`src/rtl/mem_if_pkg.sv`:
```
`default_nettype none
// ============================================================================
// mem_if_pkg : memory-port encodings, address-map defaults and FSM state type
// Rev 1.0
// ============================================================================
package mem_if_pkg;

  localparam logic [1:0] SIZE_1W  = 2'b00;
  localparam logic [1:0] SIZE_4W  = 2'b01;
  localparam logic [1:0] SIZE_8W  = 2'b10;
  localparam logic [1:0] SIZE_16W = 2'b11;

  localparam logic RW_READ  = 1'b1;
  localparam logic RW_WRITE = 1'b0;

  localparam logic [31:0] START_ADDR_DEFAULT = 32'h8002_0000;
  localparam int unsigned MEM_BYTES_DEFAULT  = 32'd1048576;

  typedef enum logic [1:0] {
    ST_IDLE  = 2'd0,
    ST_ISSUE = 2'd1,
    ST_DRAIN = 2'd2
  } state_t;

  function automatic logic [4:0] beats(input logic [1:0] size);
    logic [4:0] n;
    case (size)
      SIZE_1W:  n = 5'd1;
      SIZE_4W:  n = 5'd4;
      SIZE_8W:  n = 5'd8;
      SIZE_16W: n = 5'd16;
      default:  n = 5'd1;
    endcase
    return n;
  endfunction

endpackage
`default_nettype wire

```
`src/rtl/mem_beat_counter.sv`:
```
`default_nettype none
// ============================================================================
// mem_beat_counter : remaining-beat counter, loaded with N, counts down per beat
// Rev 1.0
// ============================================================================
module mem_beat_counter (
  input  logic       clock,
  input  logic       reset_n,
  input  logic       load,
  input  logic [4:0] load_count,
  input  logic       dec,
  output logic       last,
  output logic       zero
);

  logic [4:0] r_count;

  always_ff @(posedge clock or negedge reset_n) begin
    if (!reset_n) begin
      r_count <= 5'd0;
    end else if (load) begin
      r_count <= load_count;
    end else if (dec && (r_count != 5'd0)) begin
      r_count <= r_count - 5'd1;
    end
  end

  assign last = (r_count == 5'd1);
  assign zero = (r_count == 5'd0);

endmodule
`default_nettype wire

```
`src/rtl/mem_burst_initiator.sv`:
```
`default_nettype none
// ============================================================================
// mem_burst_initiator : requester-side burst controller for the main-memory port
// Rev 1.0
// ============================================================================
module mem_burst_initiator
  import mem_if_pkg::*;
#(
  parameter int unsigned       ADDR_W     = 32,
  parameter int unsigned       DATA_W     = 32,
  parameter logic [ADDR_W-1:0] START_ADDR = START_ADDR_DEFAULT,
  parameter int unsigned       MEM_BYTES  = MEM_BYTES_DEFAULT
) (
  input  logic              clock,
  input  logic              reset_n,
  input  logic              req_valid,
  output logic              req_ready,
  input  logic              req_rw,
  input  logic [ADDR_W-1:0] req_addr,
  input  logic [1:0]        req_size,
  input  logic [DATA_W-1:0] wdata,
  output logic              wdata_pop,
  output logic              resp_valid,
  output logic [DATA_W-1:0] resp_data,
  output logic              resp_last,
  output logic              req_err,
  output logic [ADDR_W-1:0] mem_address,
  output logic [DATA_W-1:0] mem_data_in,
  output logic [1:0]        mem_access_size,
  output logic              mem_rw,
  output logic              mem_enable,
  input  logic              mem_busy,
  input  logic [DATA_W-1:0] mem_data_out
);

  // one extra bit so the end-of-burst sum can never wrap
  localparam logic [ADDR_W:0] c_mem_top =
    {1'b0, START_ADDR} + (ADDR_W+1)'(MEM_BYTES) - (ADDR_W+1)'(1);

  state_t            r_state;
  state_t            w_next_state;
  logic              w_ready;
  logic              w_enable;
  logic              w_take;
  logic              w_bad;
  logic              w_accept;
  logic              w_last;
  logic              w_zero;
  logic [ADDR_W:0]   w_last_byte;
  logic [ADDR_W-1:0] r_addr;
  logic              r_rw;
  logic [1:0]        r_size;
  logic              r_rd_beat;
  logic              r_rd_final;
  logic              r_pop;
  logic              r_err;
  logic              r_resp_valid;
  logic              r_resp_last;
  logic [DATA_W-1:0] r_resp_data;

  assign w_last_byte = {1'b0, req_addr} + (ADDR_W+1)'({beats(req_size), 2'b00})
                       - (ADDR_W+1)'(1);
  assign w_bad    = (req_addr[1:0] != 2'b00) || (req_addr < START_ADDR)
                    || (w_last_byte > c_mem_top);
  assign w_take   = req_valid && w_ready;
  assign w_accept = w_enable && !mem_busy;

  mem_beat_counter u_beat_counter (
    .clock      (clock),
    .reset_n    (reset_n),
    .load       (w_take && !w_bad),
    .load_count (beats(req_size)),
    .dec        (w_accept),
    .last       (w_last),
    .zero       (w_zero)
  );

  always_ff @(posedge clock or negedge reset_n) begin
    if (!reset_n) begin
      r_state <= ST_IDLE;
    end else begin
      r_state <= w_next_state;
    end
  end

  always_comb begin
    w_next_state = r_state;
    case (r_state)
      ST_IDLE:  if (w_take && !w_bad) w_next_state = ST_ISSUE;
      ST_ISSUE: begin
        if (w_zero) begin
          w_next_state = ST_IDLE;
        end else if (w_accept && w_last) begin
          w_next_state = (r_rw == RW_READ) ? ST_DRAIN : ST_IDLE;
        end
      end
      ST_DRAIN: w_next_state = ST_IDLE;
      default:  w_next_state = ST_IDLE;
    endcase
  end

  always_comb begin
    w_ready  = 1'b0;
    w_enable = 1'b0;
    case (r_state)
      ST_IDLE:  w_ready  = 1'b1;
      ST_ISSUE: w_enable = !w_zero;
      default:  ;
    endcase
  end

  // read data arrives one cycle after acceptance, so the capture strobe trails it
  always_ff @(posedge clock or negedge reset_n) begin
    if (!reset_n) begin
      r_addr       <= '0;
      r_rw         <= 1'b0;
      r_size       <= 2'b00;
      r_rd_beat    <= 1'b0;
      r_rd_final   <= 1'b0;
      r_pop        <= 1'b0;
      r_err        <= 1'b0;
      r_resp_valid <= 1'b0;
      r_resp_last  <= 1'b0;
      r_resp_data  <= '0;
    end else begin
      r_err        <= w_take && w_bad;
      r_rd_beat    <= w_accept && (r_rw == RW_READ);
      r_rd_final   <= w_accept && w_last && (r_rw == RW_READ);
      r_pop        <= w_accept && (r_rw == RW_WRITE);
      r_resp_valid <= r_rd_beat;
      r_resp_last  <= r_rd_final;
      if (r_rd_beat) begin
        r_resp_data <= mem_data_out;
      end
      if (w_take && !w_bad) begin
        r_addr <= req_addr;
        r_rw   <= req_rw;
        r_size <= req_size;
      end else if (w_accept) begin
        r_addr <= r_addr + ADDR_W'(4);
      end
    end
  end

  assign req_ready       = w_ready;
  assign req_err         = r_err;
  assign wdata_pop       = r_pop;
  assign resp_valid      = r_resp_valid;
  assign resp_last       = r_resp_last;
  assign resp_data       = r_resp_data;
  assign mem_enable      = w_enable;
  assign mem_address     = r_addr;
  assign mem_rw          = r_rw;
  assign mem_access_size = r_size;
  assign mem_data_in     = (w_enable && (r_rw == RW_WRITE)) ? wdata : '0;

endmodule
`default_nettype wire

```
`config.mk`:
```
export PLATFORM = sky130hd
export DESIGN_NAME = mem_burst_initiator
export DESIGN_NICKNAME = d
export VERILOG_FILES = /design/src/rtl/mem_if_pkg.sv /design/src/rtl/mem_beat_counter.sv /design/src/rtl/mem_burst_initiator.sv
export SDC_FILE = /design/constraint.sdc
export NUM_CORES = 1
export LEC_CHECK = 0
export BUFFER_PORTS_ARGS = -buffer_cell sky130_fd_sc_hd__buf_2
export CORE_UTILIZATION = 40
export DETAILED_ROUTE_END_ITERATION = 10
export HOLD_SLACK_MARGIN = 0.03
export PLACE_DENSITY = 0.65
export SYNTH_ARGS = -nofsm -noshare
export SYNTH_HDL_FRONTEND = slang
export SYNTH_SLANG_ARGS = --single-unit
```
`constraint.sdc`:
```
create_clock -name clock -period 3.68 [get_ports clock]
set_input_delay 0.736 -clock clock [delete_from_list [all_inputs] [get_ports clock]]
set_output_delay 0.736 -clock clock [all_outputs]
set_load 0.01 [all_outputs]
```
==> reports/results.ini <==
[worst_setup_path]
r2r-start = u_beat_counter.r_count[0]
slowest_stage = or3_4
slowest_delay_ns = 0.45
path_max_fanout = 4
critPathLaunchType = input port
criticalPathCategory = input port to flip-flop
ff2ff_setup_slack_ns = 1.05
path_cells = buf_8 -> or2_4 -> ha_4 -> fa_2 -> nor2b_4 -> o31a_1 -> o211a_4 -> nor4_4 -> o41ai_2 -> xnor2_2 -> a41oi_2 -> or3_4 -> nor2_4 -> mux2_4
ff2ff_path_depth = 12
r2r_end = mem_address[18]
crit_required_ns = 3.92
arrival_ns = 4.12
end_kind = flip-flop

[layout]
nNetsFinal = 1264
final_cells = 1330
final_util = 0.612
diodes = 0
stdcell_area_sq_mm = 0.00975
area_delta_synth_final_pct = 49.0
drive_gt1_frac = 0.456

[global_route]
grt_pass1_vias = 6542
grt_start_max_net_pins = 81
grt_first_pass_wirelength_mm = 32.4
grt.total_usage = 0.248
grt-ovfl-total = 0
antenna_found_initial = 0

[synthesis]
synth_top_area_cell = dfrtp_1
synth-edff-count = 0
synthTopCellsByCount = dfrtp_1, inv_1, ha_1
synth.distinct_cells = 78
ys_seq_area_frac = 0.306
syn-num-nets = 900
ys_ff_latch = 80
synth_most_common_cell = dfrtp_1
yosys_warnings = 0
ys_async_sr_fraction = 1.00
synth.top_cell.area_share = 0.306
synth_area_per_cell_sq_um = 8.79
syn_inst = 745
synth_flop_cell = dfrtp_1
synthTopCellsByArea = dfrtp_1, ha_1, mux2_2
syn_area_sq_mm = 0.00655

[min_path]
min_to = resp_last
whs_path_depth = 0
hold_start = r_rd_final
hp-class = flip-flop to flip-flop

[sta]
slew_headroom = 0.192
worst_hold_slack_ns = 0.357
final-max-slew-violation-count = 0
rsz0062_at_grt = yes
finalHoldViolCount = 0
finalWorstSetupSlack_ns = -0.196
setup_viol = 41
min_period_ns = 3.88
fin_skew_ns = 0.0112
fin_crit_sh = 1.05
fmax_ghz = 0.258
tns_ns = -4.48
worst_pin_slew_ns = 1.21

[route]
dr.pass1.iters = 5
wirelength_mm = 21.0
drc = 0
vias = 6912
vias_per_cell = 5.20
ant_nets = 0
drtIter0Drc = 342
wl_per_cell_um = 15.8

[clock_network]
max-clock-path-buffers = 2
clk_latency_ns = 0.36
cts_sinks = 80
cts_buffers = 9
cts_hold_buf = 0
cts_root_buffer = clkbuf_16
htreeDepth = 3
cts_tree = done
clkTransAtPathRegs_ns = 0.07

[pwr]
power.density_mw_per_mm2 = 402
p_leak_nw = 4.98
vdd_drop_max_v = 0.000271

[placement]
placed_area_sq_mm = 0.00900
hpwlAfterDp_mm = 16.7
port_buffers = 207
globalplace.congestion = 0.949
dp_cells = 1302

[die]
coreArea_sq_mm = 0.0159
rows = 46
die_w_um = 130
ios = 208
die_h_um = 130
dieArea_sq_mm = 0.0169
start_util = 0.411

[run_status]
violations = setup timing
status = complete, but fails checks

[run]
cap_viol_max_count = 0

-- area by class of cell --
type / instances / area (sq um)
sequential: 80 / 2000
multi-input combinational: 585 / 4530
fill: 1429 / 6190
timing repair buffer: 378 / 2410
tap: 216 / 270
clock buffer: 9 / 225
inverter: 55 / 206
clock inverter: 7 / 108
-- how the worst max path moves through the flow --
stage	startpoint	to	slack [ns]
after detailed placement	req_size[1]	mem_address[3]	-0.73
after CTS	req_size[1]	mem_address[3]	-0.17
final	req_size[1]	mem_rw	-0.20
after global routing	req_size[1]	mem_rw	-0.32
after global placement	req_size[1]	mem_address[3]	-0.65
after floorplan	req_size[1]	mem_rw	-0.19
-- kinds of logic (layout without fill, tap and decap cells) --
kind of cell	after synthesis	count (layout)	synth area share
AO/OA/AOI/OAI	205	205	0.210
XOR/XNOR	34	34	0.0466
adder cells (fa/ha/maj)	52	52	0.101
buffers and inverters	81	449	0.0520
flip-flops	80	80	0.306
multiplexers	42	42	0.0715
AND/OR/NAND/NOR	251	252	0.214
-- registers in the layout (all words and copies together) (netlist names) --
register and count:
r_rd_beat 1, r_rd_final 1, r_state 2, u_beat_counter.r_count 5, resp_valid 1, req_err 1, resp_last 1, mem_rw 1
wdata_pop 1, mem_access_size 2, resp_data 32, mem_address 32
-- layer usage --
layer | up-vias | wire (um) | GRT usage
li1 | 3442 | - | -
met1 | 3231 | 9550 | 0.319
met2 | 199 | 9820 | 0.411
met3 | 40 | 914 | 0.0340
met4 | 0 | 740 | 0.120
met5 | - | 0 | 0
-- placed cells by master (no fill, tap or decap), types with 33 or more instances in the layout --
cell type,count
ha_1,45
inv_1,52
buf_2,204
dfrtp_1,80
and2_1,38
nor2_1,34
o21ai_1,35
mux2_2,33
nand2_1,47
a21oi_1,33
buf_4,161
-- worst max-delay path, delay by kind of cell --
family	cells	cell delay, ns
compound gates	4	1.07
buf+inv	1	0.10
simple gates	5	1.06
mux	1	0.31
xor+xnor	1	0.23
fa+ha+maj	2	0.59
-- metrics by stage --
| step | setup slack (ns) | total power, mW |
|---|---|---|
| after floorplan | -0.194 | 2.09 |
| final | -0.196 | 3.92 |
| after detailed placement | -0.726 | 2.78 |
| after global placement | -0.647 | 2.75 |
| after global routing | -0.321 | 4.17 |
| after CTS | -0.173 | 3.89 |
-- where the power goes --
part           internal [mW]  total, mW  switching [mW]  leakage (nW)
clock network          0.609       1.02           0.409         0.160
logic                  0.815       1.66           0.848          3.77
registers               1.06       1.24           0.183          1.05
-- what timing repair did --
action,4_1_cts,5_1_grt
buffers inserted,8,3
gates cloned,0,2
setup endpoints to repair,42,42
pin swaps,23,11
gates resized for setup,40,26
No activity file was read; power rests on OpenSTA's default activity.
